`src/rtl/debounce_multi.sv`:
```
// debounce_multi: per-channel synchroniser plus stability filter for noisy
// buttons and switches. Each channel yields a debounced level, single-cycle
// rise/fall events, a push-on/push-off toggle, and a shared registered
// any_event flag for consumers that only need to know "something happened".
module debounce_multi #(
    parameter int   CHANNELS      = 4,
    parameter int   STABLE_CYCLES = 3,
    parameter int   SYNC_STAGES   = 2,
    parameter logic RESET_LEVEL   = 1'b0
) (
    input  logic                clk,
    input  logic                rst,
    input  logic [CHANNELS-1:0] in,
    output logic [CHANNELS-1:0] out,
    output logic [CHANNELS-1:0] rise,
    output logic [CHANNELS-1:0] fall,
    output logic [CHANNELS-1:0] tgl,
    output logic                any_event
);

    localparam int CW = (STABLE_CYCLES + 1 > 1) ? $clog2(STABLE_CYCLES + 1) : 1;
    // Terminal count: out changes on the edge where the mismatch has been
    // seen for STABLE_CYCLES consecutive edges, so the counter tops out here.
    localparam logic [CW-1:0] CNT_TC = CW'(STABLE_CYCLES - 1);

    logic [CHANNELS-1:0] sync_q [SYNC_STAGES];
    logic [CW-1:0]       cnt_q  [CHANNELS];
    logic [CHANNELS-1:0] s;

    assign s = sync_q[SYNC_STAGES-1];

    // Input synchroniser chain, all channels in parallel.
    always_ff @(posedge clk) begin
        if (rst) begin
            for (int k = 0; k < SYNC_STAGES; k++) begin
                sync_q[k] <= {CHANNELS{RESET_LEVEL}};
            end
        end else begin
            sync_q[0] <= in;
            for (int k = 1; k < SYNC_STAGES; k++) begin
                sync_q[k] <= sync_q[k-1];
            end
        end
    end

    // Per-channel stability counter; a match with out restarts the count,
    // reaching the terminal count commits the new level and emits an event.
    always_ff @(posedge clk) begin
        if (rst) begin
            out  <= {CHANNELS{RESET_LEVEL}};
            rise <= '0;
            fall <= '0;
            tgl  <= '0;
            for (int i = 0; i < CHANNELS; i++) begin
                cnt_q[i] <= '0;
            end
        end else begin
            for (int i = 0; i < CHANNELS; i++) begin
                if (s[i] == out[i]) begin
                    cnt_q[i] <= '0;
                    rise[i]  <= 1'b0;
                    fall[i]  <= 1'b0;
                end else if (cnt_q[i] == CNT_TC) begin
                    out[i]   <= s[i];
                    cnt_q[i] <= '0;
                    rise[i]  <= s[i];
                    fall[i]  <= ~s[i];
                    if (s[i]) begin
                        tgl[i] <= ~tgl[i];
                    end
                end else begin
                    cnt_q[i] <= cnt_q[i] + CW'(1);
                    rise[i]  <= 1'b0;
                    fall[i]  <= 1'b0;
                end
            end
        end
    end

    // Summary event flag, one cycle behind the per-channel pulses.
    always_ff @(posedge clk) begin
        if (rst) begin
            any_event <= 1'b0;
        end else begin
            any_event <= |(rise | fall);
        end
    end

endmodule

```
`config.mk`:
```
export PLATFORM = sky130hd
export DESIGN_NAME = debounce_multi
export DESIGN_NICKNAME = d
export VERILOG_FILES = /design/src/rtl/debounce_multi.sv
export SDC_FILE = /design/constraint.sdc
export NUM_CORES = 1
export LEC_CHECK = 0
export ABC_AREA = 0
export BUFFER_PORTS_ARGS = -buffer_cell sky130_fd_sc_hd__buf_2
export CAP_MARGIN = 20
export CORE_UTILIZATION = 56
export CTS_BUF_LIST = sky130_fd_sc_hd__clkbuf_8 sky130_fd_sc_hd__clkbuf_16
export DETAILED_ROUTE_END_ITERATION = 6
export HOLD_SLACK_MARGIN = 0.06
export PLACE_DENSITY = 0.88
export SKIP_LAST_GASP = 1
export SYNTH_ARGS = -nofsm -noshare
export SYNTH_HDL_FRONTEND = slang
export SYNTH_SLANG_ARGS = --single-unit
```
`constraint.sdc`:
```
create_clock -name clk -period 3.77 [get_ports clk]
set_input_delay 0.9425 -clock clk [delete_from_list [all_inputs] [get_ports clk]]
set_output_delay 0.9425 -clock clk [all_outputs]
set_load 0.02 [all_outputs]
```
Word-level counts from Yosys, hierarchy flattened --
Memories as Yosys holds them, arrays and structs flattened. Cells that the tools add are included.
Word-level totals: memory bits (read-only) 0, bits in latches 0, flip-flop bits (word level) 17, word-level logic and storage cells 136, memories kept 2, output and inout bits 17, input bits 6, RAM bits 16
Memory list:
- cnt_q | depth 4, width 2, read ports 4, clocked after Yosys merged registers in 0, wr ports 4, line 27 | logic [CW-1:0] cnt_q [CHANNELS];
- sync_q | depth 2, width 4, read ports 2, clocked after Yosys merged registers in 0, wr ports 2, line 26 | logic [CHANNELS-1:0] sync_q [SYNC_STAGES];
Cells by class: bitwise logic cells 31, shift operators 0, multiplexer cells 61, reductions and logical operators 13, div/mod/pow operators 0, $add $sub $neg 4, equal/unequal tests 8, $lt $le $gt $ge 0, multipliers 0
Operator list (number):
- two-way mux 1 bit | 47
- two-way mux 2 bit | 12
- NOT 1 bit | 16
- OR 1 bit | 14
- AND reduction 3 bit | 4
- OR reduction 3 bit | 4
- adder 2 x 1 -> 2 bit (second input constant) | 4
- equality test 2 bit (second input constant) | 4
- two-way mux 4 bit | 2
- AND reduction 2 bit | 4
- equality test 1 bit | 4
- OR 4 bit | 1
- OR reduction 4 bit | 1

Longest topological paths before layout --
Gate-level depths: netlist of run 1.
depth after elaboration 7, mapped depth 4, gate-level depth less buffers 4

Least setup slack after synthesis of run 1 --
No wires, ideal clock.
path kind input to register, start input port rst, end memory cnt_q[1][0] (netlist bit) (enable), setup time 269 ps, buffers on the path 1, arrival 1653 ps, stages 2, slack 1848 ps, required time 3501 ps, path through clkbuf_1 or4b_1
RTL lines:
- start: declaration | line 12 | input logic rst,
- end: declaration | line 27

==> results of run 1 <==
[layer usage]
metal,wire length (um),vias to the layer above,GRT usage (%)
li1,-,415,-
met3,91,4,6.54
met5,0,-,0
met2,876,24,30.8
met1,831,365,18.8
met4,37,0,9.31
[where the power goes]
| group | total, mW | internal, mW | switching, mW |
|---|---|---|---|
| clock | 0.232 | 0.123 | 0.109 |
| combinational | 0.0297 | 0.0127 | 0.0170 |
| sequential | 0.376 | 0.371 | 0.00526 |
| total | 0.638 | 0.506 | 0.131 |
[cell usage in the layout, fill, tap and decap left out, types with 3 or more instances in the layout]
cell	count
conb_1	6
clkbuf_8	5
ha_1	5
dfxtp_1	25
mux2_2	4
nor4bb_1	3
edfxtp_1	8
nor2_1	12
mux2i_1	4
xnor2_1	4
nor4_1	10
inv_1	7
nor2b_1	12
nand3b_1	4
buf_2	22
[Yosys cell counts]
cell type	instances
edfxtp_1	8
nor4_1	10
ha_1	5
a21oi_1	1
xnor2_1	4
and4bb_2	1
mux2_2	4
nand3b_1	4
conb_1	1
inv_1	4
or4b_1	1
clkbuf_1	2
nor4bb_1	3
nor2_1	12
dfxtp_1	25
mux2i_1	4
buf_2	2
nor2b_1	12
[state kept, by name (all words and copies together) (netlist names)]
| signal | flops |
|---|---|
| rise | 4 |
| tgl | 4 |
| fall | 4 |
| cnt_q | 8 |
| any_event | 1 |
| out | 4 |
| sync_q | 8 |
[through the flow]
stage / hold slack (ns) / area, um2 / cells
after global routing: 0.461 / 1460 / 161
after CTS: 0.447 / 1460 / 161
after floorplan: 0.414 / 1250 / 108
after detailed placement: 0.433 / 1380 / 153
final: 0.439 / 1460 / 161
after global placement: 0.420 / 1380 / 153
[final cells by class]
| type | count | share of cell area, % |
|---|---|---|
| clock inverter | 3 | 0.774 |
| multi-input combinational | 67 | 32.7 |
| inverter | 4 | 1.03 |
| timing repair buffer | 22 | 7.57 |
| clock buffer | 5 | 4.73 |
| sequential | 33 | 50.9 |
| tap | 27 | 2.32 |
[logic make-up (layout without fill, tap and decap cells)]
family / count (synthesis) / in the layout / share of synthesized area (%)
and+or+nand+nor: 43 / 43 / 21.6
DFF: 33 / 33 / 60.2
muxes: 8 / 8 / 6.92
buffers and inverters: 8 / 34 / 2.64
adders and majority gates: 5 / 5 / 5.09
xor gates and xnor gates: 4 / 4 / 2.85
other: 1 / 6 / 0.305
AOI/OAI and AO/OA: 1 / 1 / 0.407
[how the worst max path moves through the flow]
stage	start	to	slack [ns]	cells past startpoint
detailed placement	rst	cnt_q[1][1]	1.62	2
finish	rst	cnt_q[1][0]	1.90	2
floorplan	rst	cnt_q[1][0]	1.85	2
CTS	rst	cnt_q[1][0]	1.91	2
global placement	rst	cnt_q[1][0]	1.66	2
global route	rst	cnt_q[1][0]	1.86	2
==> metrics.txt, run 1 <==
vias in the first global route=805; cell taking the most area after synthesis=dfxtp_1; I/O Buffers=22; post-CTS resize count=0; Critical Path AT=1.87 ns; die height=48.9 um; 1st-iter DRT viols=7; final hold vios=0; fraction of layout cells with a size suffix above 1=between 20% and 30%; CTS tree=yes; Die X=a little under 50 um; setup TNS=0 ns; total number of vias=808; Root Buffer=clkbuf_8; post-synthesis sequential area ratio=roughly three fifths; Unique masters post-synth=18; initial core utilization=60.8%; DR WL/cell=about 11 um; Max Cap Viol=0; FMAX=between 0.5 and 0.6 GHz; Max Slew Vio Count=0; DRC=0; mean number of vias per cell=about 5.0; reg-to-reg endpoint=cnt_q[1][0]; Hold WC Path Type=reg -> reg; H-tree Lvls=2; dominant cells by area after synthesis=dfxtp_1, edfxtp_1, nor2b_1; Synth Warn #=0; Die Area=between 2000 and 2500 um2; RSZ-0062 raised after global routing=no; fin util=72.0%; min setup slack post-route=between 1.5 and 2 ns; synthesized cell area=1230 um2; status=complete, no violations; Post-layout nets=144; RePlAce Congestion=0.689; Mean Syn Cell Area=between 10 and 15 um2; CTS buffer count=5; Crit-path slowest cell=or4b_1; row cnt=16; max incr delay on CP=0.64 ns; Final period util=49.5%; Synth Instances=103; diodes inserted=0; worst r2r path cells=3; hold path start=sync_q[0][1]; crit path launch type=input port; Clock Sinks=33; Fill cells=approximately 150; min Tclk post-route=between 1.5 and 2 ns; CP Max Fanout=38; Reg area=741 um2; CTS Buffer Depth=2; CP endpoint kind=register; Yosys top cell area share=40.7%; CP bufs+invs=1; r2r setup slk=2.29 ns; total track usage=17.8%; Setup Viol. Count Final=0; Clock transition at path regs=0.06 ns; antenna viol nets, final=0; Top Family by Delay on Critical Path=simple AND/OR/NAND/NOR gates; r2r startpoint=cnt_q[1][0]; Setup Fix Bufs, Post-CTS=0; CP Data Required Time=3.78 ns; area delta synth->final=18.3%; Rel. slew slack=60.8%; Peak VDD IR=0.377 mV; core area=2020 um2; #FFs+latches synth=33; Clock Skew=0.00239 ns; first-pass GRT wire length=3160 um; PwrDens=438 nW/um2; boundary pin count=23; Lkg Pwr=around 0.63 nW; Final Power=0.638 mW; hold_buf cts=0; initial antenna violation count=0; drt pass-1 iters=2; Worst Path Class, Setup=in -> reg; pre-CTS WS=approximately 1.6 ns; Worst Hold Depth=1; Worst-Skew Late Latency=~0.27 ns; Worst Tran Pin Value=0.589 ns; Post-Route WL=1840 um; pin count of the biggest net entering global routing=39; crit-path cells=buf_2 -> or4b_1; footprint of the multi-input gates=roughly 480 um2; HPWL Detailed=around 1300 um; worst hold endpoint=sync_q[0][5]; global route overflow=0
Note: power is estimated with default switching activity, not from simulation.
==> run 2, diff against run 1 <==
--- a/config.mk
+++ b/config.mk
@@ -8,11 +8,11 @@
 export ABC_AREA = 0
 export BUFFER_PORTS_ARGS = -buffer_cell sky130_fd_sc_hd__buf_2
 export CAP_MARGIN = 20
-export CORE_UTILIZATION = 56
+export CORE_UTILIZATION = 47
 export CTS_BUF_LIST = sky130_fd_sc_hd__clkbuf_8 sky130_fd_sc_hd__clkbuf_16
 export DETAILED_ROUTE_END_ITERATION = 6
 export HOLD_SLACK_MARGIN = 0.06
-export PLACE_DENSITY = 0.88
+export PLACE_DENSITY = 0.8
 export SKIP_LAST_GASP = 1
 export SYNTH_ARGS = -nofsm -noshare
 export SYNTH_HDL_FRONTEND = slang
==> constraint.sdc (replaced) <==
create_clock -name clk -period 1.7 [get_ports clk]
set_input_delay 0.425 -clock clk [delete_from_list [all_inputs] [get_ports clk]]
set_output_delay 0.425 -clock clk [all_outputs]
set_load 0.02 [all_outputs]
==> run 2 against run 1 <==
Clock power is 130% higher. Die area grew 18%. Setup slack worse by 1.7 ns. Via count is 0.62% higher. Routed wire length rose by 4.2%. Global-route usage is 1.6 points lower. Non-clock buffer count is 2 higher. Flip-flop and latch count unchanged. Sequential share of layout area is 0.56 points lower. Sequential power is 120% higher. Core utilization shrank 13 points. Total power increased by 120%. Critical path type is now reg -> reg. Largest power group unchanged. Highest routed layer is now met3.
==> metrics.txt, run 2 (same netlist as run 1, synthesis figures left out) <==
highest routed layer=met3; Clock Power Share=36.6% (+0.3 points); DRC=0 (unchanged); 1st-iter DRT viols=6 (-1); total track usage=16.2% (-1.6 points); max incr delay on CP=0.57 ns (-0.07 ns); setup TNS=0 ns (unchanged); Hold WC Path Type=in -> reg; global route overflow=0 (unchanged); H-tree Lvls=2 (unchanged); hold_ws=0.357 ns (-0.0819 ns); sw frac=21.2% (+0.55 points); Root Buffer=clkbuf_8; Post-layout nets=146 (+1.4%); total number of vias=813 (+0.62%); Met2 Wirelength=966 um (+10%); I/O Buffers=22 (unchanged); P_sw=0.302 mW (+130%); Critical Path AT=1.49 ns (-0.38 ns); Fill cells=219 (+43%); first-pass GRT wire length=3090 um (-2.2%); Crit-path slowest cell=or4b_1; FMAX=0.674 GHz; Worst Path Class, Setup=reg -> reg; core area=2480 um2 (+23%); HPWL Detailed=1440 um (+10%); PwrDens=970 nW/um2 (+120%); post-CTS resize count=0 (unchanged); Die X=53.2 um (+8.8%); Setup Viol. Count Final=0 (unchanged); CP Max Fanout=4 (-89%); diodes inserted=0 (unchanged); min Tclk post-route=1.48 ns; CTS tree=yes; Post-Route WL=1920 um (+4.2%); Peak VDD IR=0.928 mV (+150%); Lkg Pwr=0.638 nW (+0.45%); most common cell after layout, fill and taps aside=dfxtp_1; CTS buffer count=5 (unchanged); routed length on met1=864 um (+4.0%); CP endpoint kind=register; Clock transition at path regs=0.06 ns (about the same); most frequent cells in the layout=dfxtp_1, buf_2, nor2b_1, nor2_1, nor4_1; crit path launch type=register; met3 WL=83 um (-8.8%); Setup Fix Bufs, Post-CTS=0 (unchanged); boundary pin count=23 (unchanged); row cnt=18 (+2); Clock Sinks=33 (unchanged); Clock Skew=0.00484 ns (+0.00245 ns); hold_buf cts=0 (unchanged); Die Area=2830 um2 (+18%); pin count of the biggest net entering global routing=17 (-56%); drt pass-1 iters=4 (+2); Cell Int Power=1.13 mW (+120%); mean number of vias per cell=4.93 (-1.8%); area delta synth->final=19.6%; pre-CTS WS=0.236 ns (-1.38 ns); Max Cap Viol=0 (unchanged); Worst-Skew Late Latency=0.27 ns (about the same); combinational power share=4.9% (+0.2 points); fraction of layout cells with a size suffix above 1=25.9% (+2.0 points); status=complete, no violations; RSZ-0062 raised after global routing=no; die height=53.2 um (+8.8%); antenna viol nets, final=0 (unchanged); min setup slack post-route=0.217 ns (-1.69 ns); fin util=59.4% (-13 points); register share of total power=58.5% (-0.5 points); CTS Buffer Depth=2 (unchanged); final hold vios=0 (unchanged); CP Data Required Time=1.71 ns (-2.07 ns); RePlAce Congestion=0.632 (-8.2%); crit-path cells=inv_1 -> ha_1 -> or4b_1; initial antenna violation count=0 (unchanged); DR WL/cell=11.6 um (+1.7%); Max Slew Vio Count=0 (unchanged); Final period util=roughly 87%; initial core utilization=49.6% (-11 points); vias in the first global route=719 (-11%); Top Registers=cnt_q (8), sync_q (8)
## run 2: cell types whose count changed in the layout (fill, tap and decap cells not counted), sizes merged
cell / previous run / this run
clkinv: 0 / 1
buf: 22 / 24
inv: 7 / 5
## run 2: worst paths after layout
check	startpoint	end	slack [ns]	depth (start not counted)
worst max register to register	cnt_q[1][0]	cnt_q[1][0]	0.22	3
worst min register to register	sync_q[0][0]	sync_q[0][4]	0.44	1
worst min-delay path	in[3]	sync_q[0][3]	0.36	2
worst max-delay path	cnt_q[1][0]	cnt_q[1][0]	0.22	3
## run 2: power by group through the flow
stage               registers (mW)  logic, mW  clock network, mW
CTS                          0.835     0.0710              0.532
global placement             0.850     0.0674                  0
finish                       0.835     0.0700              0.523
detailed placement           0.852     0.0707                  0
floorplan                    0.854     0.0467                  0
global route                 0.836     0.0798              0.575
## run 2: metal layers
metal  GRT usage (%)  vias to the layer above
met1            18.4                      380
met4            5.26                        0
met2            26.4                       18
met5               0                        -
li1                -                      415
met3            7.76                        0
## run 2: critical path, delay by kind of cell (launching register included)
family                   cells  cell delay [ns]
adder cells (fa/ha/maj)      1             0.24
flip-flops                   1             0.35
buffers and inverters        1             0.07
AND/OR/NAND/NOR              1             0.57
## run 2: metrics by stage
| stage | cells | power [mW] | area, um2 |
|---|---|---|---|
| 4_1_cts | 165 | 1.44 | 1470 |
| 5_1_grt | 165 | 1.49 | 1470 |
| 3_3_place_gp | 158 | 0.917 | 1390 |
| 2_1_floorplan | 108 | 0.900 | 1250 |
| 6_report | 165 | 1.43 | 1470 |
| 3_5_place_dp | 158 | 0.922 | 1390 |
## run 2: area by class of cell
| cell class | instances | area (um2) | area share, % |
|---|---|---|---|
| sequential | 33 | 741 | 50.3 |
| multi-input combinational | 67 | 475 | 32.3 |
| timing repair buffer | 24 | 125 | 8.50 |
| clock buffer | 5 | 68.8 | 4.68 |
| tap | 30 | 37.5 | 2.55 |
| inverter | 4 | 15.0 | 1.02 |
| clock inverter | 2 | 8.76 | 0.595 |
